[src/rtl/mux3_bus_arbiter_if.sv]
// Handshake bundle between three burst requesters, the arbiter and the shared
// result bus. slave = arbiter view, master = requester/downstream view.
interface mux3_bus_arbiter_if;
  logic [2:0] req_valid;
  logic [2:0] req_last;
  logic [2:0] req_ready;
  logic [1:0] mux_sel;
  logic       out_valid;
  logic       out_ready;
  logic       out_last;
  logic [2:0] grant;
  logic       limit_err;

  modport slave (
    input  req_valid, req_last, out_ready,
    output req_ready, mux_sel, out_valid, out_last, grant, limit_err
  );

  modport master (
    output req_valid, req_last, out_ready,
    input  req_ready, mux_sel, out_valid, out_last, grant, limit_err
  );
endinterface

[src/rtl/mux3_bus_arbiter.sv]
// Round-robin owner selection for the shared 3:1 result mux; holds the owner for
// a whole burst and releases on last beat or after MAX_BEATS accepted beats.
module mux3_bus_arbiter #(
  parameter int MAX_BEATS = 16,
  parameter int CNT_W     = 5
) (
  input  logic               clk,
  input  logic               reset,
  mux3_bus_arbiter_if.slave  bus
);
  typedef enum logic {IDLE, BUSY} state_t;

  state_t           state;
  logic [CNT_W-1:0] beat_cnt;
  logic [1:0]       rr_ptr;
  logic [2:0]       grant_q;
  logic [1:0]       sel_q;
  logic             err_q;

  logic             busy;
  logic [3:0]       vld_ext;
  logic [3:0]       last_ext;
  logic             accept;
  logic [CNT_W-1:0] cnt_inc;
  logic             hit_limit;
  logic             release_burst;
  logic             pick_vld;
  logic [1:0]       pick;

  // sel_q is 11 while idle, so pad the per-requester vectors to a 4-entry table
  assign busy     = (state == BUSY);
  assign vld_ext  = {1'b0, bus.req_valid};
  assign last_ext = {1'b0, bus.req_last};

  assign bus.out_valid = busy & vld_ext[sel_q];
  assign bus.out_last  = busy & last_ext[sel_q];
  assign bus.req_ready = (busy && bus.out_ready) ? grant_q : 3'b000;
  assign bus.grant     = grant_q;
  assign bus.mux_sel   = sel_q;
  assign bus.limit_err = err_q;

  assign accept        = bus.out_valid & bus.out_ready;
  assign cnt_inc       = beat_cnt + 1'b1;
  assign hit_limit     = (cnt_inc == CNT_W'(MAX_BEATS));
  assign release_burst = accept & (bus.out_last | hit_limit);

  // Scan rr_ptr+1, +2, +3; iterating backwards lets the nearest requester win.
  always_comb begin
    pick_vld = 1'b0;
    pick     = 2'd0;
    for (int k = 3; k >= 1; k--) begin
      automatic int idx = (int'(rr_ptr) + k) % 3;
      if (bus.req_valid[idx]) begin
        pick_vld = 1'b1;
        pick     = 2'(idx);
      end
    end
  end

  always_ff @(posedge clk) begin
    if (reset) begin
      state    <= IDLE;
      grant_q  <= 3'b000;
      sel_q    <= 2'b11;
      beat_cnt <= '0;
      rr_ptr   <= 2'd2;
      err_q    <= 1'b0;
    end else begin
      err_q <= 1'b0;
      case (state)
        IDLE: begin
          if (pick_vld) begin
            state    <= BUSY;
            grant_q  <= 3'b001 << pick;
            sel_q    <= pick;
            beat_cnt <= '0;
          end
        end
        BUSY: begin
          if (release_burst) begin
            state    <= IDLE;
            grant_q  <= 3'b000;
            sel_q    <= 2'b11;
            beat_cnt <= '0;
            rr_ptr   <= sel_q;
            err_q    <= hit_limit & ~bus.out_last;
          end else if (accept) begin
            beat_cnt <= cnt_inc;
          end
        end
        default: state <= IDLE;
      endcase
    end
  end
endmodule
[src/flat_wrapper.sv]
// flat-port wrapper written by rule: the top's interface ports become plain ports
module mux3_bus_arbiter_flat 
#(
  parameter int MAX_BEATS = 16,
  parameter int CNT_W     = 5
)
  (clk, reset, bus_req_valid, bus_req_last, bus_out_ready, bus_req_ready, bus_mux_sel, bus_out_valid, bus_out_last, bus_grant, bus_limit_err);
  mux3_bus_arbiter_if bus_i ();
  input  logic clk;
  input  logic reset;
  input wire logic [$bits(bus_i.req_valid)-1:0] bus_req_valid;
  input wire logic [$bits(bus_i.req_last)-1:0] bus_req_last;
  input wire logic [$bits(bus_i.out_ready)-1:0] bus_out_ready;
  output wire logic [$bits(bus_i.req_ready)-1:0] bus_req_ready;
  output wire logic [$bits(bus_i.mux_sel)-1:0] bus_mux_sel;
  output wire logic [$bits(bus_i.out_valid)-1:0] bus_out_valid;
  output wire logic [$bits(bus_i.out_last)-1:0] bus_out_last;
  output wire logic [$bits(bus_i.grant)-1:0] bus_grant;
  output wire logic [$bits(bus_i.limit_err)-1:0] bus_limit_err;
  assign bus_i.req_valid = bus_req_valid;
  assign bus_i.req_last = bus_req_last;
  assign bus_i.out_ready = bus_out_ready;
  assign bus_req_ready = bus_i.req_ready;
  assign bus_mux_sel = bus_i.mux_sel;
  assign bus_out_valid = bus_i.out_valid;
  assign bus_out_last = bus_i.out_last;
  assign bus_grant = bus_i.grant;
  assign bus_limit_err = bus_i.limit_err;
  mux3_bus_arbiter #(.MAX_BEATS(MAX_BEATS), .CNT_W(CNT_W)) u_core (.clk(clk), .reset(reset), .bus(bus_i));
endmodule
[config.mk]
export PLATFORM = sky130hd
export DESIGN_NAME = mux3_bus_arbiter_flat
export DESIGN_NICKNAME = d
export VERILOG_FILES = /design/src/rtl/mux3_bus_arbiter_if.sv /design/src/rtl/mux3_bus_arbiter.sv /design/src/flat_wrapper.sv
export SDC_FILE = /design/constraint.sdc
export NUM_CORES = 1
export LEC_CHECK = 0
export CAP_MARGIN = 20
export CORE_MARGIN = 5
export CORE_UTILIZATION = 44
export CTS_BUF_LIST = sky130_fd_sc_hd__clkbuf_16
export DETAILED_ROUTE_END_ITERATION = 6
export PLACE_DENSITY = 0.76
export SLEW_MARGIN = 30
export SYNTH_ARGS = -nofsm -noshare
export SYNTH_HDL_FRONTEND = slang
export SYNTH_SLANG_ARGS = --single-unit
[constraint.sdc]
create_clock -name clk -period 1.8 [get_ports clk]
set_clock_uncertainty 0.05 [all_clocks]
set_input_delay 0.18 -clock clk [delete_from_list [all_inputs] [get_ports clk]]
set_output_delay 0.18 -clock clk [all_outputs]
set_load 0.01 [all_outputs]
After elaboration in Yosys (flattened, before gate mapping):

Index checks and enable logic that the tools add are counted.

* div/mod/pow operators: 3
* reduce and logical (&&, ||, !) cells: 5
* muxes and demuxes: 33
* add/sub/neg operators: 4
* bitwise logic cells: 9
* $lt $le $gt $ge: 4
* shift-type cells: 1
* equal/unequal tests: 4

Operators by type and width (number)
* 32-bit by 4-bit < comparator with 1-bit output (second input constant): 3
* 32-bit by 3-bit remainder unit with 32-bit output (second input constant): 3
* 5-bit two-way mux: 3
* 1-bit two-way mux: 13
* 1-bit binary-select mux with 2-bit select: 5
* 2-bit two-way mux: 5
* 5-bit case mux with 2 select lines: 1
* 3-bit two-way mux: 3
* 2-bit by 2-bit adder with 3-bit output (second input constant): 2
* 3-bit case mux with 2 select lines: 1
* 2-bit AND reduction: 3
* 5-bit by 1-bit adder with 5-bit output (second input constant): 1
* 1-bit bitwise AND: 5
* 5-bit equality test (second input constant): 1
* 2-bit case mux with 2 select lines: 1
* 2-bit by 1-bit adder with 3-bit output (second input constant): 1
* 2-bit by 3-bit < comparator with 1-bit output (second input constant): 1
* 3-bit inequality test (second input constant): 1
* 1-bit NOT: 3
* 3-bit OR reduction: 1
* 1-bit by 2-bit << shifter with 3-bit output (first input constant): 1
* 2-bit by 1-bit inequality test with 1-bit output (second input constant): 1
* 2-bit inequality test (second input constant): 1
* 1-bit case mux with 2 select lines: 1
* 2 further kinds: 2

* output and inout bits: 11
* input port bits: 9
* logic and storage cells: 69
* flip-flop bits (word level): 14

Logic depth before layout (Yosys ltp):

* word-level depth: 11
* gate-level depth with buffers: 7
* mapped depth without buffers: 7

Worst setup path before layout:

Ideal clock, no wire load.

* kind: register to register
* from: register u_core.rr_ptr[0]
* to: register u_core.sel_q[0] (netlist: u_core.bus.mux_sel[0])
* buffers on the path: 0
* setup time: 121 ps
* data required time: 1629 ps
* arrival: 1760 ps
* stages on the path, launching flop included: 8
* path slack: -131 ps
* period minus slack after synthesis: 1931 ps
* cells stage by stage: dfxtp_1 -> inv_1 -> ha_1 -> o21ai_1 -> a211o_1 -> o2111ai_2 -> a21boi_4 -> mux2_4

* longest elaborated chain between the ends: 10
* elaborated cells on any way between the ends: 25
* those cells by class: 3 x add/sub; 3 x div; 1 x eq/ne; 17 x mux; 1 x reduce/logical

RTL lines
* start: declaration: line mux3_bus_arbiter.sv:15 `logic [1:0] rr_ptr;`
* start signal: assignment: line mux3_bus_arbiter.sv:85 `rr_ptr <= sel_q;`
* 2-bit by 2-bit adder with 3-bit output: line mux3_bus_arbiter.sv:52 `automatic int idx = (int'(rr_ptr) + k) % 3;`
* 32-bit by 3-bit remainder unit with 32-bit output: line mux3_bus_arbiter.sv:52
* 1-bit binary-select mux with 2-bit select: line mux3_bus_arbiter.sv:53 `if (bus.req_valid[idx]) begin`
* 1-bit two-way mux (implied by the code) (2 in a row): line mux3_bus_arbiter.sv:53
* 2-bit two-way mux / 1-bit two-way mux (equally long branches) (3 in a row): line mux3_bus_arbiter.sv:53
* 2-bit two-way mux / 2-bit by 1-bit inequality test with 1-bit output (equally long branches)
* 2-bit case mux with 2 select lines / 2-bit AND reduction (equally long branches)
* end signal: assignment: line mux3_bus_arbiter.sv:75 `sel_q <= pick;`
* end: declaration: line mux3_bus_arbiter.sv:17 `logic [1:0] sel_q;`

Parallel ways exist; a longest one is shown, timed or not. The select of a mux whose other input is x is not followed.
A chain may end at the register's enable or synchronous reset.

Final worst setup path:

Same ends and word-level chain as after synthesis.

==> results.toml <==
[clock_network]
cts_sinks = 14
clk_path_buf_depth = 2
cts.reportedPaths.clkPinSlew_ns = 0.05
clockRootBuffer = "clkbuf_16"
numCtsBuffers = 3
insertion_delay_ns = 0.25
cts_tree = "yes"
cts_max_level = 1

[logic_synthesis]
async_flop_share = 0
synth-edff-count = 0
synth_top_area_share = 0.310
synth_ff_type = "dfxtp_1"
yosysSeqAreaShare = 0.310
ys_ff_latch = 14
ys_warn_count = 0
yosys-top-cells-area = "dfxtp_1, mux2i_1, ha_1"
avgSynthCellArea_um2 = 8.86
synthDistinctLibCells = 42
syn-num-nets = 114
syn-cell-area_um2 = 903
post_synth_inst_count = 102
yosysTopAreaCell = "dfxtp_1"

[job]
drv_cap = 0

[floorplanning]
fp.dieW_um = 55.3
row_count = 16
start_util = 0.460
die_h_um = 55.3
io_pins = 20
dieArea_um2 = 3060
core_area_um2 = 1960

[sta]
max_slew_margin = 0.726
final.setup.worst_slack_ns = -0.00577
rsz0062_at_grt = "yes"
clock.fmax_ghz = 0.554
min_period_ns = 1.81
hold_ws_ns = 0.430
setup_viol = 1
drv_slew = 0
hold_violations = 0
fin_crit_sh = 1.00
tightestPinTransition_ns = 0.410

[global_route]
grt_pass1_vias = 874
grt_overflow = 0
antenna_found_initial = 0
grt_usage = 0.160
grt_max_degree = 10
grt_pass1_wl_mm = 3.90

[status]
status = "finished with violations"
violations = "setup timing"

[critical_path]
crit_chain = "inv_2, ha_4, o21ai_2, a211o_1, o2111ai_2, a21boi_4, mux2_4"
cp.required_ns = 1.89
path_buf_inv = 1
critPathKind = "reg2reg"
crit_path_top_delay_cell = "dfxtp_2"
path_max_fanout = 4
end_kind = "flip-flop"
crit_family = "compound AO/OA/AOI/OAI gates"
r2r_setup_slack_ns = -0.006
slowest_delay_ns = 0.33
cp-start-kind = "flip-flop"
worst-path-stages = 7
critPathArrivalTime_ns = 1.89
r2r_cells = 7

[placed_design]
gp_congestion = 0.827
place_hpwl_mm = 1.82
io_buffers = 19

[routing]
ant_nets = 0
wl_per_cell_um = 15.0
drc = 0
num_vias = 931
wirelength_mm = 2.52
viasPerCell = 5.54
drt_iter0_markers = 19
first_pass_iters = 4

[pwr]
p_leak_uw = 0.000534
ir_worst_vdd_uv = 612
power_density_nw_per_um2 = 707

[final_layout]
syn_to_final_growth_pct = 54.2
n_antenna_cell = 0
drive_gt1_frac = 0.319
fin_nets = 154
layout_common_cells = "clkdlybuf4s50_1, buf_4, dfxtp_1"
utilization = 0.710

[hold_path]
min_path_cells = 2
min_path_type = "reg2reg"
==> flip-flops by register name, indices dropped and copies added (netlist names) <==
| name | cells |
|---|---|
| u_core.beat_cnt | 5 |
| u_core.bus.limit_err | 1 |
| u_core.rr_ptr | 2 |
| u_core.busy | 1 |
| u_core.bus.mux_sel | 2 |
| u_core.bus.grant | 3 |
==> cell usage after synthesis, types with 2 or more instances <==
cell type,count
o21ai_0,5
nand3_1,5
ha_1,3
and2_1,2
a21oi_1,6
nor2b_1,2
o21ai_1,5
nand2_1,5
dfxtp_1,14
nand2b_1,3
inv_1,10
nor2_1,5
and3_1,3
mux2i_1,4
o32ai_1,3
==> path summary, 6_finish.rpt <==
check,start,end
worst max register to register,u_core.rr_ptr[0],u_core.bus.mux_sel[0]
worst min-delay path,u_core.beat_cnt[1],u_core.beat_cnt[1]
worst min register to register,u_core.beat_cnt[1],u_core.beat_cnt[1]
worst max-delay path,u_core.rr_ptr[0],u_core.bus.mux_sel[0]
==> metal layers <==
layer / up-vias / part of all wire / GRT usage
li1: 455 / - / -
met1: 446 / 0.42 / 0.181
met2: 25 / 0.52 / 0.279
met3: 5 / 0.044 / 0.0396
met4: 0 / 0.019 / 0.0729
met5: - / 0 / 0
==> where the power goes <==
group | switching [uW] | internal (uW) | total (uW)
clock network | 136 | 294 | 430
logic | 101 | 116 | 217
registers | 13.4 | 324 | 338
==> cell families (layout without fill, tap and decap cells) <==
group,Yosys count,in the layout,synth area share
compound gates,33,33,0.309
xor+xnor,1,1,0.00970
fa+ha+maj,4,4,0.0526
buf+inv,11,50,0.0457
flops,14,14,0.310
mux,5,5,0.0609
simple gates,34,34,0.212
==> stage by stage <==
stage	std cells	setup TNS, ns	instance area [um2]	total power (uW)	setup WS [ns]
floorplan	102	-0.00839	917	446	-0.00839
global placement	161	-0.259	1240	542	-0.0702
detailed placement	161	-0.659	1240	545	-0.122
CTS	168	-0.0187	1360	979	-0.0133
global route	168	-0.247	1390	1020	-0.0675
finish	168	-0.00577	1390	985	-0.00577
==> worst register-to-register path, delay by kind of cell, from the launching register on <==
kind / cells / cell delay, ns
adders and majority gates: 1 / 0.29
AOI/OAI and AO/OA: 4 / 0.69
muxes: 1 / 0.31
buffers and inverters: 1 / 0.04
DFF: 1 / 0.33
==> final cells by class <==
class / instances / area, um2
flip-flops and latches: 14 / 288
repair buffers: 36 / 315
clock buffers: 3 / 75.1
fillers: 164 / 569
inverters: 10 / 37.5
multi-input cells: 77 / 639
well taps: 27 / 33.8
clock inverters: 1 / 3.75
==> what timing repair did <==
action | CTS | global route
cloned | 0 | 0
pin swaps | 7 | 9
setup buffers | 3 | 1
resized for setup | 9 | 9
hold buffers | 0 | 0
endpoints found under the setup margin | 7 | 12
No activity file was read; power rests on OpenSTA's default activity.
==> variant 1 (same flow settings) <==
`CNT_W` is set to 5 in 2 places; all go to 10.
--- a/src/rtl/mux3_bus_arbiter.sv
+++ b/src/rtl/mux3_bus_arbiter.sv
@@ -2,7 +2,7 @@
 // a whole burst and releases on last beat or after MAX_BEATS accepted beats.
 module mux3_bus_arbiter #(
   parameter int MAX_BEATS = 16,
-  parameter int CNT_W     = 5
+  parameter int CNT_W     = 10
 ) (
   input  logic               clk,
   input  logic               reset,
--- a/src/flat_wrapper.sv
+++ b/src/flat_wrapper.sv
@@ -2,7 +2,7 @@
 module mux3_bus_arbiter_flat 
 #(
   parameter int MAX_BEATS = 16,
-  parameter int CNT_W     = 5
+  parameter int CNT_W     = 10
 )
   (clk, reset, bus_req_valid, bus_req_last, bus_out_ready, bus_req_ready, bus_mux_sel, bus_out_valid, bus_out_last, bus_grant, bus_limit_err);
   mux3_bus_arbiter_if bus_i ();
Behaviour: no difference found for any inputs over 10 cycles, from zero or initial values and one cycle with reset high; that may be too few to reach the edited logic, so the function may still have changed.
==> variant 1 against the unedited design <==
The flow still finishes with violations (setup timing); power rose by 29%; sequential cell count rose by 5; cell area grew 44%; utilization up 3.7 points; routed wire length up 75%; area after synthesis is 34% higher; largest cell class unchanged; non-clock buffer count rose by 22; setup slack lost 0.35 ns.
==> variant 1: results (changes against the unedited design) <==
.. list-table::
   :header-rows: 1

   * - Metric
     - Value
   * - Main area contributors after synthesis
     - sky130_fd_sc_hd__dfxtp_1 (32%), sky130_fd_sc_hd__mux2i_1 (6.6%), sky130_fd_sc_hd__a211oi_1 (4.4%) (was sky130_fd_sc_hd__dfxtp_1 (31%), sky130_fd_sc_hd__mux2i_1 (4.4%), sky130_fd_sc_hd__ha_1 (4.2%))
   * - Final setup fails
     - 17 (was 1)
   * - List of most frequent post-synthesis cells
     - sky130_fd_sc_hd__dfxtp_1 (19), sky130_fd_sc_hd__inv_1 (11), sky130_fd_sc_hd__nor2_1 (9) (was sky130_fd_sc_hd__dfxtp_1 (14), sky130_fd_sc_hd__inv_1 (10), sky130_fd_sc_hd__a21oi_1 (6))
   * - Fin Setup TNS
     - -4.33 ns (was -0.00577 ns)
   * - Post-Synthesis Mean Instance Area
     - 8.62 µm² (was 8.86 µm²)
   * - Share of post-route cells with drive strength above 1
     - 45.2% (was 31.9%)
   * - Critical Path Slowest Stage Cell
     - sky130_fd_sc_hd__dfxtp_4 (was sky130_fd_sc_hd__dfxtp_2)
   * - Cell area after placement
     - 0.00164 mm² (was 0.00124 mm²)
   * - Post-detail-place hpwl
     - 2310 µm (was 1820 µm)
   * - Number of placed cells counting well taps
     - 211 (was 161)
   * - Start point of the worst min-delay path
     - bus_req_valid[2] (was u_core.beat_cnt[1])
   * - Number of flip-flops under the largest register name
     - 10 (was 5)
   * - Final estimated routing congestion in global placement
     - 0.869 (was 0.827)
   * - Proportion of synthesized chip area in sequential cells
     - 31.5% (was 31.0%)
   * - Status
     - finished, violations left (unchanged)
   * - Final standard cell count with taps included and fillers excluded
     - 228 (was 168)
   * - Violated checks
     - setup timing (unchanged)
   * - Mapped Nets
     - 152 (was 114)
   * - Largest voltage drop on the vdd net
     - 0.456 mV (was 0.612 mV)
   * - Data arrival at the endpoint of the critical path
     - 2.23 ns (was 1.89 ns)
   * - Overall Global Routing Usage
     - 20.7% (was 16.0%)
   * - Class of the worst hold path
     - primary input to flip-flop (was flip-flop to flip-flop)
   * - Worst rel slew slack
     - 77.0% (was 72.6%)
   * - Violation count after the first detailed-routing iteration
     - 137 (was 19)
   * - Total leakage power
     - 0.000760 µW (was 0.000534 µW)
   * - Pin count of the biggest net entering global routing
     - 23 (was 10)
   * - Total routed wirelength
     - 4420 µm (was 2520 µm)
   * - Switching part of the total power
     - 28.0% (was 25.4%)
   * - Peak per-stage delay on the critical path
     - 0.37 ns (was 0.33 ns)
   * - Worst Reg2Reg Path Length in Cells
     - 10 (was 7)
   * - Slack of the critical path
     - -0.353 ns (was -0.00577 ns)
   * - Global-route wire length before repair
     - 6690 µm (was 3900 µm)
variant 1: routing by layer:
layer / vias up / part of all wire [%] / track usage (%)
met5: - / 0 / 0
met4: 0 / 2.6 / 8.75
met3: 10 / 6.1 / 3.96
met2: 63 / 49 / 35.1
met1: 685 / 42 / 25.4
li1: 651 / - / -
variant 1: area by class of cell:
| type | count | area (µm²) |
|---|---|---|
| multi-input cells | 105 | 958 |
| inverters | 11 | 41.3 |
| clock inverters | 1 | 5.00 |
| flip-flops and latches | 19 | 390 |
| fillers | 164 | 679 |
| repair buffers | 58 | 498 |
| well taps | 31 | 38.8 |
| clock buffers | 3 | 75.1 |
variant 1: how the worst min path moves through the flow:
stage	endpoint	slack [ns]	depth (start not counted)
global placement	u_core.bus.grant[2]	0.43	2
CTS	u_core.bus.grant[2]	0.42	3
detailed placement	u_core.rr_ptr[0]	0.44	2
finish	u_core.bus.grant[2]	0.44	3
floorplan	u_core.rr_ptr[0]	0.31	2
global route	u_core.bus.grant[2]	0.45	3
variant 1: kinds of logic (layout without fill, tap and decap cells):
logic type	count (synthesis)	count (layout)	share of synthesized area, %
and+or+nand+nor	54	54	26.4
AOI/OAI and AO/OA	34	35	22.4
DFF	19	19	31.5
buffers and inverters	17	73	5.80
muxes	10	10	8.50
adders and majority gates	4	4	3.94
xor gates and xnor gates	2	2	1.45
variant 1: through the flow:
step	util, %	worst slack, ns
floorplan	-	-0.0709
global placement	60.9	-0.450
detailed placement	60.9	-0.501
CTS	70.6	-0.247
global route	74.7	-0.393
finish	74.7	-0.353
variant 1: power groups by stage:
stage	clock, µW	combinational (µW)	sequential [µW]
final	471	343	457
after global routing	503	363	459
after CTS	469	308	454
after detailed placement	0	243	463
after global placement	0	236	462
after floorplan	0	122	464
variant 1: timing repair:
action | 4_1_cts | 5_1_grt
gates cloned | 2 | 0
hold buffers | 0 | 0
setup buffers | 8 | 4
endpoints found under the hold margin | 0 | 0
resized for setup | 28 | 22
pin swaps | 6 | 6
setup endpoints to repair | 20 | 21
variant 1: worst register-to-register path, cell delays in order, from the launching register on:
cell,delay [ns]
sky130_fd_sc_hd__dfxtp_4,0.37
sky130_fd_sc_hd__inv_2,0.05
sky130_fd_sc_hd__ha_4,0.27
sky130_fd_sc_hd__o32ai_2,0.09
sky130_fd_sc_hd__a221oi_2,0.32
sky130_fd_sc_hd__buf_4,0.17
sky130_fd_sc_hd__a22oi_2,0.07
sky130_fd_sc_hd__buf_4,0.18
sky130_fd_sc_hd__buf_6,0.12
sky130_fd_sc_hd__o31ai_2,0.23
sky130_fd_sc_hd__a211oi_2,0.11
==> variant 2 (config.mk and constraints unchanged) <==
Made on the original files. Reset style: asynchronous (`reset`), changed in one clocked block.
--- a/src/rtl/mux3_bus_arbiter.sv
+++ b/src/rtl/mux3_bus_arbiter.sv
@@ -57,7 +57,7 @@
     end
   end
 
-  always_ff @(posedge clk) begin
+  always_ff @(posedge clk or posedge reset) begin
     if (reset) begin
       state    <= IDLE;
       grant_q  <= 3'b000;
Formal check against the unedited RTL: differs if reset is asserted again (counterexample within 4 cycles, from zero or initial values and one cycle with reset high); with reset held inactive, the same outputs for 10 cycles.
==> variant 2 against the unedited design <==
The run still ends with setup timing left; via count grew 0.97%; routed wire length rose by 15%; sequential cell count unchanged; setup slack worse by 0.46 ns; non-clock buffer count grew 7; cell area is 9.3% higher; area after synthesis shrank 3.0%; critical endpoint is now u_core.bus.mux_sel[1].
Power is not compared: it rests on default switching activity, and its combinational part moved more than twofold at a synthesized area within 25%.
==> variant 2: results (changes against the unedited design) <==
.. list-table::
   :header-rows: 1

   * - Metric
     - Value
   * - Fin Setup TNS
     - -4.19 ns (was -0.00577 ns)
   * - Slack of the critical path
     - -0.461 ns (was -0.00577 ns)
   * - Number of filler cells placed in the layout
     - 121 (was 164)
   * - Final estimated routing congestion in global placement
     - 0.828 (was 0.827)
   * - Worst Reg2Reg Path Length in Cells
     - 6 (was 7)
   * - Multi-input gate area in the final layout
     - 648 µm² (was 639 µm²)
   * - Multi-input combinational gate total
     - 67 (was 77)
   * - Proportion of synthesized chip area in sequential cells
     - 40.4% (was 31.0%)
   * - Category of cells accounting for the largest share of critical-path delay
     - flip-flops (was compound AO/OA/AOI/OAI gates)
   * - Nonclk buf count
     - 43 (was 36)
   * - Violation count after the first detailed-routing iteration
     - 23 (was 19)
   * - Share of post-route cells with drive strength above 1
     - 43.3% (was 31.9%)
   * - Inverters, non-clock
     - 6 (was 10)
   * - Share of synthesized registers carrying an async set or reset
     - 100% (was 0%)
   * - Worst r2r dst
     - u_core.bus.mux_sel[1] (was u_core.bus.mux_sel[0])
   * - Total vias in the final route
     - 940 (was 931)
   * - Post-cts gate resize count
     - 27 (was 9)
   * - Critical Path Slowest Stage Cell
     - sky130_fd_sc_hd__dfstp_2 (was sky130_fd_sc_hd__dfxtp_2)
   * - Violated checks
     - setup timing (unchanged)
   * - Top cell type's share of synthesized area
     - 31.4% (was 31.0%)
   * - Total routed wirelength
     - 2910 µm (was 2520 µm)
   * - Number of placed cells counting well taps
     - 148 (was 161)
   * - Data arrival at the endpoint of the critical path
     - 2.38 ns (was 1.89 ns)
   * - Final-layout non-clock buffer area share
     - 25.2% (was 22.6%)
   * - Post-Synthesis Mean Instance Area
     - 9.95 µm² (was 8.86 µm²)
   * - Sequential cell area
     - 355 µm² (was 288 µm²)
   * - Status
     - finished, violations left (unchanged)
   * - Main synth FF type
     - sky130_fd_sc_hd__dfrtp_1 (was sky130_fd_sc_hd__dfxtp_1)
   * - Class of the worst hold path
     - primary input to asynchronous set/reset pin (was flip-flop to flip-flop)
   * - Overall Global Routing Usage
     - 20.7% (was 16.0%)
   * - Clk tree area frac
     - 5.18% (was 5.66%)
   * - Via count of the first global-routing pass
     - 927 (was 874)
   * - Main area contributors after synthesis
     - sky130_fd_sc_hd__dfrtp_1 (31%), sky130_fd_sc_hd__dfstp_2 (9.0%), sky130_fd_sc_hd__ha_1 (4.3%) (was sky130_fd_sc_hd__dfxtp_1 (31%), sky130_fd_sc_hd__mux2i_1 (4.4%), sky130_fd_sc_hd__ha_1 (4.2%))
   * - Final setup fails
     - 11 (was 1)
   * - Post-synth cell types
     - 39 (was 42)
   * - CP max FO
     - 5 (was 4)
## variant 2: changes by cell type in the layout (fill, tap and decap cells not counted), sizes merged, moves of 3 or more
cell / before / now
dfxtp: 14 / 0
dfrtp: 0 / 11
buf: 17 / 25
o21ai: 10 / 4
inv: 10 / 6
dfstp: 0 / 3
nand2b: 3 / 0
## variant 2: per-stage QoR
step | power [µW] | hold slack, ns | area [µm²]
after floorplan | 1130 | 0.0171 | 891
after global placement | 1550 | 0.451 | 1220
after detailed placement | 1610 | 0.459 | 1220
after CTS | 2270 | 0.242 | 1430
after global routing | 2710 | 0.284 | 1520
final | 2580 | 0.222 | 1520
## variant 2: logic make-up after synthesis
family,after synthesis,share of synthesized area [%]
adders and majority gates,5,6.71
DFF,14,40.4
muxes,5,6.14
AOI/OAI and AO/OA,22,19.7
and+or+nand+nor,35,23.1
buffers and inverters,7,3.86
## variant 2: per-layer routing
layer	GRT usage, %	routed length, µm
met1	23.2	1050
met2	35.6	1580
met3	3.00	146
met4	14.1	139
met5	0	0
